## config.mk

```make
export PLATFORM = sky130hd
export DESIGN_NAME = pc_redirect_unit_flat
export DESIGN_NICKNAME = d
export VERILOG_FILES = /design/src/rtl/pc_redirect_unit_pkg.sv /design/src/rtl/pc_redirect_unit_if.sv /design/src/rtl/pc_next_mux.sv /design/src/rtl/pc_redirect_unit.sv /design/src/flat_wrapper.sv
export SDC_FILE = /design/constraint.sdc
export NUM_CORES = 1
export LEC_CHECK = 0
export BUFFER_PORTS_ARGS = -buffer_cell sky130_fd_sc_hd__buf_2
export CORE_ASPECT_RATIO = 0.5
export CORE_MARGIN = 2
export CORE_UTILIZATION = 46
export CTS_BUF_LIST = sky130_fd_sc_hd__clkbuf_8
export DETAILED_ROUTE_END_ITERATION = 10
export GPL_TIMING_DRIVEN = 0
export PLACE_DENSITY_LB_ADDON = 0.05
export SKIP_LAST_GASP = 1
export SYNTH_ARGS = -nofsm -noshare
export SYNTH_HDL_FRONTEND = slang
export SYNTH_SLANG_ARGS = --single-unit
export TNS_END_PERCENT = 30
```

## constraint.sdc

```tcl
create_clock -name clk -period 2 [get_ports clk]
set_input_delay 0.3 -clock clk [delete_from_list [all_inputs] [get_ports clk]]
set_output_delay 0.3 -clock clk [all_outputs]
set_load 0.01 [all_outputs]
```

## src/rtl/pc_redirect_unit_pkg.sv

```systemverilog
// ---------------------------------------------------------------------------
// pc_redirect_unit_pkg
// Types and constants shared by the fetch PC redirect logic, the PC-select
// interface and the decode/fetch blocks that connect to it.
//   word_t            32-bit address/data word
//   pc_state_e        redirect FSM state (NORMAL, PENDING)
//   RESET_PC_DEFAULT  default fetch address after reset
//   pc_plus4()        sequential next fetch address, wraps modulo 2^32
// ---------------------------------------------------------------------------
package pc_redirect_unit_pkg;

    typedef logic [31:0] word_t;

    typedef enum logic {
        NORMAL  = 1'b0,
        PENDING = 1'b1
    } pc_state_e;

    localparam word_t RESET_PC_DEFAULT = 32'hBFC0_0000;

    function automatic word_t pc_plus4(input word_t pc);
        return pc + 32'd4;
    endfunction

endpackage

```

## src/rtl/pc_redirect_unit_if.sv

```systemverilog
// ---------------------------------------------------------------------------
// pc_redirect_unit_if
// PC-select interface between decode/fetch control and the PC redirect unit.
//   exception/pcexception     exception redirect request and vector
//   branch_taken/pcbranchD    decode-stage taken branch and target
//   jr/pcjrD                  decode-stage register jump and target
//   jump/pcjumpD              decode-stage immediate jump and target
//   stallF                    fetch hold from the hazard unit
//   addr_ok                   instruction memory accepted the request
//   req/pcF                   fetch request valid and address
//   pcplus4F                  pcF + 4
//   adelF                     fetch address misaligned
// Modports: select (the redirect unit), master (the control side).
// ---------------------------------------------------------------------------
interface pc_redirect_unit_if;
    import pc_redirect_unit_pkg::*;

    logic  exception;
    word_t pcexception;
    logic  branch_taken;
    word_t pcbranchD;
    logic  jr;
    word_t pcjrD;
    logic  jump;
    word_t pcjumpD;
    logic  stallF;
    logic  addr_ok;
    logic  req;
    word_t pcF;
    word_t pcplus4F;
    logic  adelF;

    modport select (
        input  exception, pcexception, branch_taken, pcbranchD, jr, pcjrD,
               jump, pcjumpD, stallF, addr_ok,
        output req, pcF, pcplus4F, adelF
    );

    modport master (
        output exception, pcexception, branch_taken, pcbranchD, jr, pcjrD,
               jump, pcjumpD, stallF, addr_ok,
        input  req, pcF, pcplus4F, adelF
    );

endinterface

```

## src/rtl/pc_next_mux.sv

```systemverilog
// ---------------------------------------------------------------------------
// pc_next_mux
// Pure combinational next-PC priority selection:
//   exception > pending redirect > branch_taken > jr > jump > pcplus4.
// Ports:
//   exception/pcexception       exception redirect and vector
//   pending_valid/pending_target  held redirect from an earlier cycle
//   branch_taken/jr/jump + targets  decode-stage redirects
//   pcplus4                     sequential address
//   redirect                    any decode-stage redirect this cycle
//   redirect_target             highest-priority decode-stage target
//   next_pc                     address to load when the PC updates
// ---------------------------------------------------------------------------
module pc_next_mux
    import pc_redirect_unit_pkg::*;
(
    input  logic  exception,
    input  word_t pcexception,
    input  logic  pending_valid,
    input  word_t pending_target,
    input  logic  branch_taken,
    input  word_t pcbranchD,
    input  logic  jr,
    input  word_t pcjrD,
    input  logic  jump,
    input  word_t pcjumpD,
    input  word_t pcplus4,
    output logic  redirect,
    output word_t redirect_target,
    output word_t next_pc
);

    always_comb begin
        // NOTE: every output gets a default before the if-chains, so no path
        // leaves a signal unassigned and no latch is inferred.
        redirect        = branch_taken | jr | jump;
        redirect_target = pcjumpD;
        next_pc         = pcplus4;

        // Targets pass through untouched; misalignment is reported via adelF.
        if (branch_taken) begin
            redirect_target = pcbranchD;
        end else if (jr) begin
            redirect_target = pcjrD;
        end

        if (exception) begin
            next_pc = pcexception;
        end else if (pending_valid) begin
            next_pc = pending_target;
        end else if (redirect) begin
            next_pc = redirect_target;
        end
    end

endmodule

```

## src/rtl/pc_redirect_unit.sv

```systemverilog
// ---------------------------------------------------------------------------
// pc_redirect_unit
// Holds the fetch PC and decides when and where it moves. The PC only moves
// when the current request is accepted (advance) or on an exception. A
// redirect that arrives while the request cannot advance is parked in a
// pending register and applied at the next advance, so the address never
// changes in the middle of a memory handshake.
// Ports:
//   clk     rising-edge clock
//   resetn  asynchronous active-low reset
//   bus     PC-select interface, select modport
// Parameter:
//   RESET_PC  fetch address after reset
// ---------------------------------------------------------------------------
module pc_redirect_unit
    import pc_redirect_unit_pkg::*;
#(
    parameter word_t RESET_PC = RESET_PC_DEFAULT
) (
    input  logic                clk,
    input  logic                resetn,
    pc_redirect_unit_if.select  bus
);

    pc_state_e state_q, state_d;
    word_t     pc_q, pc_d;
    word_t     pending_q, pending_d;
    logic      released_q;

    logic  advance;
    logic  redirect;
    word_t redirect_target;
    word_t next_pc;

    // req waits for the first edge after reset release; a misaligned PC
    // suppresses requests until an exception moves it somewhere sane.
    assign bus.pcF      = pc_q;
    assign bus.pcplus4F = pc_plus4(pc_q);
    assign bus.adelF    = (pc_q[1:0] != 2'b00);
    assign bus.req      = released_q & ~bus.adelF;

    assign advance = bus.req & bus.addr_ok & ~bus.stallF;

    pc_next_mux u_next_mux (
        .exception       (bus.exception),
        .pcexception     (bus.pcexception),
        .pending_valid   (state_q == PENDING),
        .pending_target  (pending_q),
        .branch_taken    (bus.branch_taken),
        .pcbranchD       (bus.pcbranchD),
        .jr              (bus.jr),
        .pcjrD           (bus.pcjrD),
        .jump            (bus.jump),
        .pcjumpD         (bus.pcjumpD),
        .pcplus4         (bus.pcplus4F),
        .redirect        (redirect),
        .redirect_target (redirect_target),
        .next_pc         (next_pc)
    );

    // The mux already orders exception > pending > redirect > sequential, so
    // this block only decides whether the PC loads and what the FSM does.
    // In PENDING an advance takes the held target and ignores any new
    // redirect; without an advance a new redirect overwrites the held one.
    always_comb begin
        state_d   = state_q;
        pc_d      = pc_q;
        pending_d = pending_q;

        if (bus.exception) begin
            pc_d      = next_pc;
            pending_d = '0;
            state_d   = NORMAL;
        end else if (advance) begin
            pc_d    = next_pc;
            state_d = NORMAL;
        end else if (redirect) begin
            pending_d = redirect_target;
            state_d   = PENDING;
        end
    end

    always_ff @(posedge clk or negedge resetn) begin
        if (!resetn) begin
            state_q    <= NORMAL;
            pc_q       <= RESET_PC;
            pending_q  <= '0;
            released_q <= 1'b0;
        end else begin
            // NOTE: non-blocking assignments so every register samples the
            // pre-edge values regardless of statement order.
            state_q    <= state_d;
            pc_q       <= pc_d;
            pending_q  <= pending_d;
            released_q <= 1'b1;
        end
    end

endmodule

```

## src/flat_wrapper.sv

```systemverilog
// flat-port wrapper written by rule: the top's interface ports become plain ports
module pc_redirect_unit_flat import pc_redirect_unit_pkg::*;
#(
    parameter word_t RESET_PC = RESET_PC_DEFAULT
)
  (clk, resetn, bus_exception, bus_pcexception, bus_branch_taken, bus_pcbranchD, bus_jr, bus_pcjrD, bus_jump, bus_pcjumpD, bus_stallF, bus_addr_ok, bus_req, bus_pcF, bus_pcplus4F, bus_adelF);
  pc_redirect_unit_if bus_i ();
  input  logic clk;
  input  logic resetn;
  input wire logic [$bits(bus_i.exception)-1:0] bus_exception;
  input wire logic [$bits(bus_i.pcexception)-1:0] bus_pcexception;
  input wire logic [$bits(bus_i.branch_taken)-1:0] bus_branch_taken;
  input wire logic [$bits(bus_i.pcbranchD)-1:0] bus_pcbranchD;
  input wire logic [$bits(bus_i.jr)-1:0] bus_jr;
  input wire logic [$bits(bus_i.pcjrD)-1:0] bus_pcjrD;
  input wire logic [$bits(bus_i.jump)-1:0] bus_jump;
  input wire logic [$bits(bus_i.pcjumpD)-1:0] bus_pcjumpD;
  input wire logic [$bits(bus_i.stallF)-1:0] bus_stallF;
  input wire logic [$bits(bus_i.addr_ok)-1:0] bus_addr_ok;
  output wire logic [$bits(bus_i.req)-1:0] bus_req;
  output wire logic [$bits(bus_i.pcF)-1:0] bus_pcF;
  output wire logic [$bits(bus_i.pcplus4F)-1:0] bus_pcplus4F;
  output wire logic [$bits(bus_i.adelF)-1:0] bus_adelF;
  assign bus_i.exception = bus_exception;
  assign bus_i.pcexception = bus_pcexception;
  assign bus_i.branch_taken = bus_branch_taken;
  assign bus_i.pcbranchD = bus_pcbranchD;
  assign bus_i.jr = bus_jr;
  assign bus_i.pcjrD = bus_pcjrD;
  assign bus_i.jump = bus_jump;
  assign bus_i.pcjumpD = bus_pcjumpD;
  assign bus_i.stallF = bus_stallF;
  assign bus_i.addr_ok = bus_addr_ok;
  assign bus_req = bus_i.req;
  assign bus_pcF = bus_i.pcF;
  assign bus_pcplus4F = bus_i.pcplus4F;
  assign bus_adelF = bus_i.adelF;
  pc_redirect_unit #(.RESET_PC(RESET_PC)) u_core (.clk(clk), .resetn(resetn), .bus(bus_i));
endmodule
```

# ---- Word level (Yosys, flattened, before mapping)
# Index checks and enable logic that the tools add are counted.
# Widths: inputs -> output; s select.
dict set report totals {
  ramBits 0
  output_inout_bits 66
  regBits 66
  n_memories 0
  latch_bits 0
  elab_cells 31
  romBits 0
  in_bits 136
}
dict set report op_classes {
  div_mod_pow 0
  multipliers 0
  reduce_logical 5
  n_lt_le_gt_ge 0
  add_sub_neg 1
  bitwise_logic 7
  n_eq_ne 1
  n_shift 0
  n_mux 13
}
# op count
set op_table {}
lappend op_table {{$mux 32} 10}
lappend op_table {{$add 32x3->32 const B} 1}
lappend op_table {{$reduce_bool 2->1} 3}
lappend op_table {{$and 1x1->1} 3}
lappend op_table {{$mux 1} 3}
lappend op_table {{$reduce_bool 3->1} 1}
lappend op_table {{$ne 2x2->1 const B} 1}
lappend op_table {{$not 1->1} 2}
lappend op_table {{$or 1x1->1} 2}
lappend op_table {{$reduce_and 2->1} 1}

# ---- Depth between registers and ports, before layout
dict set report logic_depth {
  word_depth 7
  depth_mapped 8
  mapped_depth_nobuf 6
}

# ---- Cells and area by module
# A second synthesis with hierarchy kept.
dict set report unflattened {
  hier_cells 590
  area_unflattened_um2 4815.9
}
# mod area_per_inst_um2 seq_area_each_um2 cells_per_inst instances
set modules_own_cells {}
lappend modules_own_cells {pc_redirect_unit 3163.0 1662.8 300 1}
lappend modules_own_cells {pc_next_mux 1652.8 0.0 290 1}

# ---- Least setup slack after synthesis
# Ideal clock, no wire load.
dict set report synth_timing {
  kind {reg2out}
  from {register u_core.pc_q[4] (netlist: u_core.bus.pcF[4])}
  to {output bus_pcplus4F[23]}
  slack_ns -0.213
  t_arrival_ns 1.913
  path_stages_with_launch 6
  path_buffers 1
  required_time_ns 1.700
  path_cell_list {dfrtp_1 nand4_1 buf_6 or4_1 o31a_1 or2_2}
}
dict set report synth_between {
  elab_chain_len 1
}
# item line_no
set synth_rtl {}
lappend synth_rtl {{start: declaration} pc_redirect_unit.sv:26} ;# word_t pc_q, pc_d;
lappend synth_rtl {{start signal: assignment} pc_redirect_unit.sv:93} ;# pc_q <= pc_d;
lappend synth_rtl {{$add 32x3->32} pc_redirect_unit_pkg.sv:22} ;# return pc + 32'd4;
lappend synth_rtl {{end: declaration} flat_wrapper.sv:22} ;# output wire logic [$bits(bus_i.pcplus4F)-1:0] bus_pcplus4F;
# No other way between the ends.

# ---- Worst setup path in the final report
dict set report layout_timing {
  from {register u_core.pc_q[6] (netlist: u_core.bus.pcF[6])}
  to {output bus_pcplus4F[23]}
}
# Same word-level chain as after synthesis.

==> flow_summary_export.csv <==
group,metric,value,unit
outcome,outcome,"complete, but fails checks",
outcome,violations,"negative setup slack",
logic_synthesis,synth_nets,755,
placed_design,gp_congestion,0.9731,
logic_synthesis,syn_avg_cell_area,8.009,um2
timing,hold_viol,0,
global_routing,grt_usage,0.3812,
floorplan,die_width,150.7,um
logic_synthesis,yosys.area.top_type,"dfrtp_1",
routing,drt_first_iter_violations,854,
logic_synthesis,synthMuxAreaShare,0.01441,
floorplan,core,10340,um2
power_and_ir_drop,swShare,0.3650,
setup_path,path_max_fanout,4,
setup_path,cp_data_arrival_time,2320,ps
logic_synthesis,synth_ff_type,"dfrtp_1",
floorplan,die_area,11660,um2
routing,wl_per_cell,22.12,um
logic_synthesis,synth-xor-area-share,0.04778,
timing,hold_ws,41.17,ps
logic_synthesis,syn_inst,618,
setup_path,slowest_delay,510,ps
routing,dr_wl_met3,3.434,mm
setup_path,cp_num_buf_inv,2,
logic_synthesis,yosysSeqAreaShare,0.3359,
power_and_ir_drop,seq_power_share,0.403,
worst_hold_path,min_path_type,"primary input to async pin",
final_layout,drive_gt1_frac,0.4116,
power_and_ir_drop,total_leakage_power,3.346,nW
floorplan,rows,26,
cts,ctsLongestPathBuffers,2,
logic_synthesis,synth-async-reset-ratio,1.000,
setup_path,critical_path_depth,6,
cts,clk_latency,370,ps
timing,timing.final.crit_share,1.312,
setup_path,crit_family,"simple AND/OR/NAND/NOR gates",
logic_synthesis,yosysTopAreaCellShare,0.2882,
final_layout,fill_cells,894,
timing,period_needed,2623,ps
final_layout,area_delta_synth_final,42.69,%
power_and_ir_drop,comb_power_share,0.323,
cts,cts_root_buf,"clkbuf_8",
setup_path,path_common_cell,"buf_6",
logic_synthesis,synth_simple_gate_area_frac,0.2581,
final_layout,diodes,0,
floorplan,initial_core_util,0.4785,
cts,tritoncts,"done",
placed_design,place_inst,955,
logic_synthesis,synth_compound_area_frac,0.2836,
global_routing,antenna_found_initial,0,
setup_path,r2r_slack,-310,ps
setup_path,crit_chain,"nand4_1 -> buf_6 -> or4_4 -> o31a_1 -> or2_4 -> buf_6",
final_layout,finalNetCount,1014,
timing,worst_clock_skew,12.59,ps
cts,clkTransAtPathRegs,80,ps
logic_synthesis,ys_top_cells_by_area,"dfrtp_1 29%, nand2_1 6.7%, a21oi_1 4.9%, dfstp_2 4.8%, o21ai_0 4.4%",
routing,drt-met1-wl,8.832,mm
timing,worstMarginPinSlew,919.9,ps
routing,ant_nets,0,
routing,routed.top_layer,"met4",
routing,dr.pass1.iters,6,
timing,timing.final.ws_setup,-623.5,ps
setup_path,critical_path_class,"register to primary output",
logic_synthesis,synth_area,4950,um2
routing,drt_wl_total,22.61,mm
final_layout,multi_input_area,3267,um2
routing,drc_errors,0,
routing,vias_per_cell,6.206,
final_layout,fin_cells,1022,
cts,cts_buffers,9,
run,cap_viol_max_count,0,
setup_path,r2r_cells,6,
logic_synthesis,synth_common_cells,"89 x nand2_1, 57 x dfrtp_1, 48 x a21oi_1",
power_and_ir_drop,p_per_area,573.5,nW/um2
power_and_ir_drop,total_power,4.051,mW
power_and_ir_drop,clkPwrFrac,0.274,
timing,slew_headroom,0.3868,
timing,fmax,381.2,MHz
logic_synthesis,synth_fa_ha_area_frac,0.002528,
setup_path,cp.required,1700,ps
global_routing,grt_overflow_total,0,
timing,rsz0062_at_grt,"yes",
logic_synthesis,synth_cell_types,66,
setup_path,start_kind,"register",
cts,hold_buffers,0,
power_and_ir_drop,p_int,2.572,mW
timing,setup_viol,63,
power_and_ir_drop,vdd_drop_max,331.8,uV
routing,num_vias,6343,
global_routing,grt_max_degree,67,
floorplan,io_pins,202,
cts,htreeDepth,3,
logic_synthesis,yosysWarnings,0,
global_routing,grt_pass1_wl,33.23,mm
setup_path,slowest_stage,"or4_4",
timing,final-max-slew-violation-count,0,
setup_path,cp-end-kind,"primary output",
final_layout,seq_area,1678,um2
power_and_ir_drop,power.switching,1.479,mW
cts,clock_sinks,66,
placed_design,port_buffers,197,
logic_synthesis,synth-edff-count,0,
logic_synthesis,synth_most_common_cell,"nand2_1",
logic_synthesis,synth-seq-cells,66,
logic_synthesis,synth_top_family_by_area,"compound AO/OA/AOI/OAI gates",
placed_design,hpwl,15.80,mm
floorplan,die_y,77.35,um
global_routing,first_global_vias,6061,
routing,route.met2.wl,9.775,mm
## cells by family (layout without fill, tap and decap cells)
family,Yosys count,count (layout)
DFF,66,66
xor gates and xnor gates,27,27
buffers and inverters,70,334
muxes,7,7
other,1,1
adders and majority gates,1,1
and+or+nand+nor,239,239
AOI/OAI and AO/OA,207,207
## state kept, by name, indices dropped and copies added (netlist names)
name,cells
u_core.bus.pcF,32
u_core.pending_q,32
u_core.released_q,1
u_core.state_q,1
## cells in the final DEF, fill, tap and decap left out, drive strengths merged, types with 13 or more instances in the layout
master,instances
buf,267
nand2,89
dfrtp,57
a21oi,48
clkbuf,47
o21ai,44
nor2,27
nand3,20
inv,16
nor3,16
o31ai,15
xor2,14
a22o,14
xnor2,13
## power groups by stage
stage	registers, mW	clock network [mW]	logic [mW]
CTS	1.62	1.10	1.22
detailed placement	1.64	0	1.13
finish	1.63	1.11	1.31
floorplan	1.64	0	0.594
global route	1.65	1.15	1.40
global placement	1.63	0	1.12
## worst register-to-register path: stages, from the launching register on
cell and delay, ps:
dfrtp_2 370, nand4_1 210, buf_6 210, nor4_1 490
nand3_1 280, or4_1 570, o211ai_1 100
## layer usage
metal,up-vias,GRT usage
met5,-,0
met4,0,0.1243
met3,74,0.1418
met2,515,0.5773
met1,2952,0.5054
li1,2802,-
## worst paths after layout
path	end	startpoint
max in group asynchronous	u_core.bus.pcF[4]$_DFFE_PN0N_	resetn
max	bus_pcplus4F[23]	u_core.bus.pcF[6]$_DFFE_PN0N_
min	u_core.bus.pcF[18]$_DFFE_PN0N_	resetn
max reg2reg	u_core.bus.pcF[29]$_DFFE_PN1N_	u_core.bus.pcF[6]$_DFFE_PN0N_
min reg2reg	u_core.pending_q[31]$_DFFE_PN0P_	u_core.pending_q[31]$_DFFE_PN0P_
min in group clk	u_core.bus.pcF[20]$_DFFE_PN0N_	bus_pcexception[20]
## through the flow
step | util | setup TNS (ps) | cell area (um2) | setup slack, ps
2_1_floorplan | - | -187.4 | 4977 | -100.2
3_3_place_gp | 0.5934 | -36590 | 6138 | -733.6
3_5_place_dp | 0.5936 | -37460 | 6141 | -760.5
4_1_cts | 0.6583 | -15540 | 6810 | -561.5
5_1_grt | 0.6828 | -19020 | 7063 | -645.1
6_report | 0.6828 | -14860 | 7063 | -623.5
## repair_timing
item | CTS | global route
buffers inserted | 38 | 22
gates resized for setup | 54 | 32
endpoints found under the setup margin | 88 | 88
pin swaps | 19 | 24
## final cells by class
class	instances	area share
plain buffers	47	0.03224
multi-input cells	482	0.4625
inverters	15	0.008149
repair buffers	256	0.2089
clock inverters	4	0.002480
clock buffers	12	0.02338
well taps	140	0.02480
flip-flops and latches	66	0.2376
(Power assumes the default switching activity.)
